**src/rtl/flow_input_pkg.sv**
```systemverilog
// Shared constants and types for the board push-button input path.
// Default timing targets the 50 MHz board clock.
package flow_input_pkg;

   localparam int DEBOUNCE_CYCLES_50MHZ = 500000;
   localparam int REPEAT_DELAY_50MHZ    = 25000000;
   localparam int REPEAT_PERIOD_50MHZ   = 5000000;

   localparam int KEY_RESET      = 0;
   localparam int KEY_LOAD       = 1;
   localparam int KEY_USER_CLK   = 2;
   localparam int KEY_SWITCH_CLK = 3;

   typedef enum logic {
      RELEASED = 1'b0,
      HELD     = 1'b1
   } key_state_e;

   // Bits needed for a counter that runs 0 .. v-1.
   function automatic int cnt_width(input int v);
      return (v < 2) ? 1 : $clog2(v);
   endfunction

endpackage

```
**src/rtl/key_conditioner_debounce_channel.sv**
```systemverilog
// One button: 2-flop synchroniser, stability debounce, press/release pulses.
// Auto-repeat on press when KEY_CONDITIONER_AUTO_REPEAT_EN is defined.
module debounce_channel
   import flow_input_pkg::*;
#(
   parameter int DEBOUNCE_CYCLES = DEBOUNCE_CYCLES_50MHZ,
   parameter int CNT_W           = 20
`ifdef KEY_CONDITIONER_AUTO_REPEAT_EN
   ,
   parameter int REPEAT_DELAY    = REPEAT_DELAY_50MHZ,
   parameter int REPEAT_PERIOD   = REPEAT_PERIOD_50MHZ
`endif
) (
   input  logic clock,
   input  logic resetn,
   input  logic key_n,
   output logic level,
   output logic press,
   output logic release_pulse
);

   localparam logic [CNT_W-1:0] CNT_LAST = CNT_W'(DEBOUNCE_CYCLES - 1);

   logic sync_a;
   logic sync_b;
   logic sampled;

   key_state_e state;
   key_state_e state_d;

   logic [CNT_W-1:0] cnt;
   logic [CNT_W-1:0] cnt_d;

   logic accept_press;
   logic accept_release;
   logic press_d;

   // Idle-high pins: reset the synchroniser to "released".
   always_ff @(posedge clock or negedge resetn) begin
      if (!resetn) begin
         sync_a <= 1'b1;
         sync_b <= 1'b1;
      end else begin
         sync_a <= key_n;
         sync_b <= sync_a;
      end
   end

   assign sampled = ~sync_b;
   assign level   = (state == HELD);

   always_ff @(posedge clock or negedge resetn) begin
      if (!resetn) begin
         state <= RELEASED;
         cnt   <= '0;
      end else begin
         state <= state_d;
         cnt   <= cnt_d;
      end
   end

   always_comb begin
      state_d        = state;
      cnt_d          = '0;
      accept_press   = 1'b0;
      accept_release = 1'b0;
      if (sampled != level) begin
         if (cnt == CNT_LAST) begin
            unique case (state)
               RELEASED: begin
                  state_d      = HELD;
                  accept_press = 1'b1;
               end
               HELD: begin
                  state_d        = RELEASED;
                  accept_release = 1'b1;
               end
               default: state_d = RELEASED;
            endcase
         end else begin
            cnt_d = cnt + 1'b1;
         end
      end
   end

`ifdef KEY_CONDITIONER_AUTO_REPEAT_EN
   localparam int RPT_MAX = (REPEAT_DELAY > REPEAT_PERIOD) ?
                            REPEAT_DELAY : REPEAT_PERIOD;
   localparam int RPT_W   = cnt_width(RPT_MAX);
   localparam logic [RPT_W-1:0] DELAY_LAST  = RPT_W'(REPEAT_DELAY - 1);
   localparam logic [RPT_W-1:0] PERIOD_LAST = RPT_W'(REPEAT_PERIOD - 1);

   logic [RPT_W-1:0] rpt_cnt;
   logic [RPT_W-1:0] rpt_cnt_d;
   logic             rpt_phase;
   logic             rpt_phase_d;
   logic             rpt_fire;

   always_ff @(posedge clock or negedge resetn) begin
      if (!resetn) begin
         rpt_cnt   <= '0;
         rpt_phase <= 1'b0;
      end else begin
         rpt_cnt   <= rpt_cnt_d;
         rpt_phase <= rpt_phase_d;
      end
   end

   // rpt_phase: 0 = waiting out the initial delay, 1 = periodic repeats.
   always_comb begin
      rpt_cnt_d   = '0;
      rpt_phase_d = 1'b0;
      rpt_fire    = 1'b0;
      if (state == HELD && !accept_release) begin
         rpt_phase_d = rpt_phase;
         if (!rpt_phase) begin
            if (rpt_cnt == DELAY_LAST) begin
               rpt_fire    = 1'b1;
               rpt_phase_d = 1'b1;
            end else begin
               rpt_cnt_d = rpt_cnt + 1'b1;
            end
         end else begin
            if (rpt_cnt == PERIOD_LAST) begin
               rpt_fire = 1'b1;
            end else begin
               rpt_cnt_d = rpt_cnt + 1'b1;
            end
         end
      end
   end

   assign press_d = accept_press | rpt_fire;
`else
   assign press_d = accept_press;
`endif

   // Pulses line up with the first cycle of the new level.
   always_ff @(posedge clock or negedge resetn) begin
      if (!resetn) begin
         press         <= 1'b0;
         release_pulse <= 1'b0;
      end else begin
         press         <= press_d;
         release_pulse <= accept_release;
      end
   end

endmodule

```
**src/rtl/key_conditioner.sv**
```systemverilog
// Debounces NUM_KEYS active-low board buttons into levels and strobes.
// Optional auto-repeat: KEY_CONDITIONER_AUTO_REPEAT_EN.
module key_conditioner
   import flow_input_pkg::*;
#(
   parameter int NUM_KEYS        = 4,
   parameter int DEBOUNCE_CYCLES = DEBOUNCE_CYCLES_50MHZ,
   parameter int CNT_W           = 20,
   parameter int REPEAT_DELAY    = REPEAT_DELAY_50MHZ,
   parameter int REPEAT_PERIOD   = REPEAT_PERIOD_50MHZ
) (
   input  logic                clock,
   input  logic                resetn,
   input  logic [NUM_KEYS-1:0] key_n,
   output logic [NUM_KEYS-1:0] level,
   output logic [NUM_KEYS-1:0] press,
   output logic [NUM_KEYS-1:0] release_pulse
);

   localparam longint CNT_CAP = (64'd1 << CNT_W) - 64'd1;

   if (DEBOUNCE_CYCLES < 2 || longint'(DEBOUNCE_CYCLES) > CNT_CAP)
   begin : g_bad_debounce
      $error("DEBOUNCE_CYCLES outside 2..2^CNT_W-1");
   end

   if (REPEAT_DELAY < 1 || REPEAT_PERIOD < 1) begin : g_bad_repeat
      $error("REPEAT_DELAY and REPEAT_PERIOD must be positive");
   end

   for (genvar k = 0; k < NUM_KEYS; k++) begin : g_chan
      debounce_channel #(
         .DEBOUNCE_CYCLES (DEBOUNCE_CYCLES),
         .CNT_W           (CNT_W)
`ifdef KEY_CONDITIONER_AUTO_REPEAT_EN
         ,
         .REPEAT_DELAY    (REPEAT_DELAY),
         .REPEAT_PERIOD   (REPEAT_PERIOD)
`endif
      ) u_chan (
         .clock         (clock),
         .resetn        (resetn),
         .key_n         (key_n[k]),
         .level         (level[k]),
         .press         (press[k]),
         .release_pulse (release_pulse[k])
      );
   end

endmodule

```
**config.mk**
```make
export PLATFORM = sky130hd
export DESIGN_NAME = key_conditioner
export DESIGN_NICKNAME = d
export VERILOG_FILES = /design/src/rtl/flow_input_pkg.sv /design/src/rtl/key_conditioner_debounce_channel.sv /design/src/rtl/key_conditioner.sv
export SDC_FILE = /design/constraint.sdc
export NUM_CORES = 1
export LEC_CHECK = 0
export CELL_PAD_IN_SITES_DETAIL_PLACEMENT = 1
export CELL_PAD_IN_SITES_GLOBAL_PLACEMENT = 1
export CORE_ASPECT_RATIO = 0.8
export CORE_UTILIZATION = 45
export CTS_BUF_LIST = sky130_fd_sc_hd__clkbuf_4 sky130_fd_sc_hd__clkbuf_8
export CTS_CLUSTER_SIZE = 24
export DETAILED_ROUTE_END_ITERATION = 12
export DONT_BUFFER_PORTS = 1
export GPL_ROUTABILITY_DRIVEN = 0
export GPL_TIMING_DRIVEN = 0
export PLACE_DENSITY_LB_ADDON = 0.1
export RECOVER_POWER = 25
export REMOVE_ABC_BUFFERS = 1
export SETUP_SLACK_MARGIN = 0.3
export SYNTH_ARGS = -nofsm -noshare
export SYNTH_HDL_FRONTEND = slang
export SYNTH_SLANG_ARGS = --single-unit
```
**constraint.sdc**
```tcl
create_clock -name clock -period 1.91 [get_ports clock]
set_clock_uncertainty 0.15 [all_clocks]
set_input_delay 0.4775 -clock clock [delete_from_list [all_inputs] [get_ports clock]]
set_output_delay 0.4775 -clock clock [all_outputs]
set_load 0.02 [all_outputs]
```
# Yosys cells after proc, flatten, opt, wreduce, memory -nomap -nowiden
# Index checks and enable logic that the tools add are counted.
dict set report totals {
  ff_bits 100
  inputBits 6
  wordCells 84
}
dict set report classes {
  addsub 4
  n_eq_ne 8
  n_mux 36
  bitwise_logic 8
  reduce_logical 4
}
# op count
set ops {}
lappend ops {{20-bit two-way mux} 8}
lappend ops {{20-bit by 1-bit adder with 20-bit output, second input constant} 4}
lappend ops {{20-bit by 19-bit equality test with 1-bit output, second input constant} 4}
lappend ops {{1-bit two-way mux} 24}
lappend ops {{1-bit NOT} 8}
lappend ops {{1-bit case mux with 2 select lines} 4}
lappend ops {{2-bit AND reduction} 4}
lappend ops {{1-bit inequality test} 4}

# Depth between registers and ports, before layout
dict set report depth {
  depth_word 3
  mapped_depth 6
  mapped_depth_nobuf 5
}

# Cells and area by module
# From an unflattened synthesis, not the netlist that was laid out.
dict set report hier_totals {
  cells_unflattened 460
  hier_area_um2 4894.7
}
# mod n_inst cells_per_inst area_per_inst_um2
set modules_own_cells {}
lappend modules_own_cells {debounce_channel 4 115 1223.7}

# Worst setup path after synthesis
# Ideal clock, no wire load.
dict set report synth_path {
  path_kind {reg2reg}
  start {register g_chan[1].u_chan.cnt[0]}
  end {register g_chan[1].u_chan.cnt[14]}
  setup_time_ps 119
  t_arrival_ps 1820
  required_ps 1641
  setup_slack_ps -179
  stages_incl_launch_ff 7
  path_buffers 1
  period_less_slack_ps 2089
  cell_sequence {dfrtp_1 ha_1 nand4_1 or2_2 o31ai_2 buf_4 nor2_1}
}
dict set report synth_via {
  elab_chain_cells 3
}
# element line
set synth_rtl {}
lappend synth_rtl {{start, declared} key_conditioner_debounce_channel.sv:31} ;# logic [CNT_W-1:0] cnt;
lappend synth_rtl {{start signal, assigned} key_conditioner_debounce_channel.sv:58} ;# cnt <= cnt_d;
lappend synth_rtl {{20-bit by 1-bit adder with 20-bit output / 20-bit by 19-bit equality test with 1-bit output (equally long branches)} {key_conditioner_debounce_channel.sv:81, key_conditioner_debounce_channel.sv:68}}
lappend synth_rtl {{20-bit two-way mux (*)} key_conditioner_debounce_channel.sv:68} ;# if (cnt == CNT_LAST) begin
lappend synth_rtl {{20-bit two-way mux (*)} key_conditioner_debounce_channel.sv:67} ;# if (sampled != level) begin
lappend synth_rtl {{net g_chan[1].u_chan.cnt_d[14]} key_conditioner_debounce_channel.sv:32} ;# logic [CNT_W-1:0] cnt_d;
# The timed path passes the listed nets; every way through them passes the cells marked *.
# A chain may end at the register's enable or synchronous reset.

# Worst setup path after layout
dict set report layout_path {
  start {register g_chan[2].u_chan.cnt[13]}
  end {register g_chan[2].u_chan.cnt[12]}
}
dict set report layout_via {
  elab_chain_cells 3
}
# element line
set layout_rtl {}
lappend layout_rtl {{start, declared} key_conditioner_debounce_channel.sv:31}
lappend layout_rtl {{start signal, assigned} key_conditioner_debounce_channel.sv:58}
lappend layout_rtl {{20-bit by 19-bit equality test with 1-bit output} key_conditioner_debounce_channel.sv:68}
lappend layout_rtl {{20-bit two-way mux} key_conditioner_debounce_channel.sv:68}
lappend layout_rtl {{20-bit two-way mux} key_conditioner_debounce_channel.sv:67}
lappend layout_rtl {{net g_chan[2].u_chan.cnt_d[12]} key_conditioner_debounce_channel.sv:32}
# The timed path passes the listed nets, and every way through them passes these cells.

==> impl_metrics.py <==
metrics = {
    "drt": {
        "avgViaCountPerCell": 5.907,
        "antenna_left": 0,
        "route.vias.total": 4336,
        "drt-wirelength-per-cell_um": 24.06,
        "drt_iter0_markers": 268,
        "route.detailed.drc": 0,
        "first_pass_iters": 4,
        "drt-total-wl_um": 17660,
    },
    "cts": {
        "number_of_cts_inserted_buffers": 9,
        "cts.htree.levels": 3,
        "clock-sinks": 100,
        "clock_tree_root": "clkbuf_8",
        "deepest_clock_path_buffer_count": 2,
        "cts.clk_slew.worst_paths_ns": 0.10,
        "clock_tree_from_tritoncts": "yes",
        "clk-insertion-delay-late_ns": 0.38,
        "postCtsHoldBufs": 4,
    },
    "timing": {
        "final-setup-viol-count": 46,
        "min_period_ns": 2.052,
        "max_freq_mhz": 487.3,
        "postLayoutSetupSlackWorst_ns": -0.1421,
        "report.final.hold_viol_count": 100,
        "rsz_0062_raised_after_global_routing": "yes",
        "timing_worst_slew_pin_value_ns": 0.4638,
        "max-slew-margin-rel_pct": 69.00,
        "hold-worst-slack_ns": -0.3695,
        "layout_worst_path_cycle_share_pct": 107.4,
        "timing_max_transition_violations_final": 0,
    },
    "power_and_ir_drop": {
        "power.density_cell_area_mw_per_mm2": 539.5,
        "vdd_drop_max_mv": 0.3930,
        "power.static_leakage_uw": 0.002708,
        "post-layout-total-power_uw": 3755,
    },
    "global_routing": {
        "gr-usage-all-layers_pct": 25.07,
        "largest_net_degree_at_the_start_of_global_routing": 101,
        "number_of_global_route_vias_before_repair": 4275,
        "gr_overflow_total": 0,
        "grt_first_pass_wirelength_um": 21130,
        "antenna_found_initial": 0,
    },
    "layout": {
        "design.final.nets": 600,
        "antennaDiodeCount": 0,
        "area.growth.synth_to_final_pct": 45.55,
        "final-instance-count-excl-fill": 734,
        "n_fill_cell": 1031,
        "ratio_of_cells_with_drive_above_1_in_the_final_layout_pct": 52.69,
    },
    "yosys": {
        "synth_compound_area_share_pct": 6.960,
        "ys.flop_type": "dfrtp_1",
        "synth_top_family_by_area": "simple AND/OR/NAND/NOR gates",
        "yosysSeqAreaShare_pct": 52.54,
        "synth_simple_gate_area_share_pct": 24.25,
        "post_synth_inst_count": 475,
        "yosys.area.top_type_share_pct": 48.14,
        "synth-warning-count": 0,
        "synth.area.mux_share_pct": 0.6279,
        "yosysMostFrequentCell": "dfrtp_1",
        "synth_area_leader_cell": "dfrtp_1",
        "synth.ff_latch_count": 100,
        "postSynthAreaPerCell_um2": 10.07,
        "syn_area_mm2": 0.004782,
        "postSynth.asyncResetShare_pct": 100.0,
        "synth_area_leaders": "dfrtp_1 (48%), xnor2_1 (6.6%), nor2_1 (5.3%), dfstp_2 (4.4%), xor2_1 (3.3%)",
        "synth_adder_area_share_pct": 1.047,
        "netlist_top_cells_count": "dfrtp_1 (92), nor2_1 (68), xnor2_1 (36)",
        "netlist-cell-type-count": 36,
        "synth-edff-count": 0,
        "synth_xor_xnor_area_share_pct": 9.890,
    },
    "die": {
        "start_util_pct": 46.51,
        "boundaryPins": 18,
        "chipWidth_um": 117.3,
        "placement_rows": 33,
        "core_region_area_mm2": 0.01028,
        "dieArea_mm2": 0.01105,
        "die_height_um": 94.21,
    },
    "worst_setup_path": {
        "timing_worst_setup_path_type": "reg -> reg",
        "crit_required_ns": 2.02,
        "worst-path-max-fanout": 8,
        "r2r_cells": 6,
        "crit_buf_inv": 3,
        "cells_along_the_critical_path": "inv_2, or4_4, o41ai_4, buf_4, buf_12, nor2_2",
        "longest_individual_stage_delay_on_the_worst_path_ns": 0.56,
        "critical_path.slowest_cell": "or4_4",
        "worstSetupPathDepth": 6,
        "cp_data_arrival_time_ns": 2.16,
        "critPathCaptureType": "flop",
        "start_kind": "flop",
        "critPathTopFamily": "simple AND/OR/NAND/NOR gates",
    },
    "min_path": {
        "worstHoldPathType": "in -> async",
    },
    "placed_design": {
        "hpwlAfterDp_um": 6599,
        "buffer_ports.inserted": 0,
        "place_inst": 593,
    },
    "run": {
        "number_of_maximum_capacitance_constraint_violations": 0,
    },
    "status": {
        "status": "finished with violations",
        "violations_in_the_final_reports": "hold timing, setup timing",
    },
}
## final cells by class
class / count / area [um2] / area share [%]
Timing Repair Buffer: 125 / 1089 / 15.64
Multi-Input combinational cell: 332 / 2907 / 41.76
Inverter: 22 / 82.58 / 1.186
Sequential cell: 100 / 2540 / 36.49
Clock buffer: 12 / 152.6 / 2.193
Clock inverter: 3 / 15.01 / 0.2157
Tap cell: 140 / 175.2 / 2.517
## kinds of logic (layout without fill, tap and decap cells)
logic type                 count (synthesis)  in the layout
DFF                                      100            100
AOI/OAI and AO/OA                         50             50
adders and majority gates                  4              4
buffers and inverters                     44            162
and+or+nand+nor                          220            221
muxes                                      3              3
xor gates and xnor gates                  54             54
## power by group
group	internal (uW)	switching, uW	total (uW)	leakage, uW
combinational	131	136	267	0.00129
sequential	2150	39.9	2190	0.00132
clock	528	767	1290	0.0000928
## through the flow
| stage | setup slack [ns] | area (um2) | utilization (%) | hold WS [ns] | TNS, ns |
|---|---|---|---|---|---|
| 2_1_floorplan | -0.3051 | 4641 | - | 0.03191 | -10.17 |
| 3_3_place_gp | -0.9261 | 4816 | 46.84 | 0.03443 | -45.81 |
| 3_5_place_dp | -0.9565 | 4816 | 46.84 | 0.03490 | -48.21 |
| 4_1_cts | 0.03517 | 6207 | 60.37 | -0.3716 | 0 |
| 5_1_grt | -0.2005 | 6960 | 67.70 | -0.3990 | -5.183 |
| 6_report | -0.1421 | 6960 | 67.70 | -0.3695 | -2.632 |
## per-layer routing
metal | GRT usage (%) | up-vias | wire, um
met4 | 5.696 | 0 | 629
met5 | 0 | - | 0
met2 | 44.17 | 117 | 8946
li1 | - | 1894 | -
met3 | 4.710 | 60 | 648
met1 | 31.62 | 2265 | 7438
## sequential cells by signal (all words and copies together) (netlist names)
register and count:
g_chan.u_chan.level 4, g_chan.u_chan.sync_b 4, g_chan.u_chan.sync_a 4, g_chan.u_chan.cnt 80
g_chan.u_chan.release_pulse 4, g_chan.u_chan.press 4
## path summary, 6_finish.rpt
check                           slack, ns                                from                                  to
worst min-delay path                -0.37                              resetn  g_chan[2].u_chan.cnt[18]$_DFF_PN0_
min in group clock                   0.21   g_chan[1].u_chan.sync_a$_DFF_PN1_   g_chan[1].u_chan.sync_b$_DFF_PN1_
worst max register to register      -0.14  g_chan[2].u_chan.cnt[13]$_DFF_PN0_  g_chan[2].u_chan.cnt[12]$_DFF_PN0_
max in group asynchronous            1.75                              resetn   g_chan[0].u_chan.sync_a$_DFF_PN1_
worst max-delay path                -0.14  g_chan[2].u_chan.cnt[13]$_DFF_PN0_  g_chan[2].u_chan.cnt[12]$_DFF_PN0_
worst min register to register       0.21   g_chan[1].u_chan.sync_a$_DFF_PN1_   g_chan[1].u_chan.sync_b$_DFF_PN1_
## placed cells by master (no fill, tap or decap), drive strengths merged
cell         count
a21oi           22
a31o             1
and3             6
and4             3
buf            119
clkbuf          14
clkinv           3
dfrtp           92
dfstp            8
dlygate4sd3      4
ha               4
inv             22
mux2i            3
nand2           28
nand3           29
nand4           17
nor2            68
nor3            11
nor3b            2
nor4            15
nor4b            4
nor4bb           2
o21ai           10
o31ai           15
o41ai            2
or2              2
or3             15
or3b             1
or4             18
xnor2           36
xor2            18
## what timing repair did
action / in CTS / in global routing
gates resized for setup: 108 / 128
hold endpoints to repair: 104 / 100
pin swaps: 59 / 46
cloned: 1 / 4
endpoints found under the setup margin: 84 / 85
setup buffers: 92 / 25
Note: power is estimated with default switching activity, not from simulation.
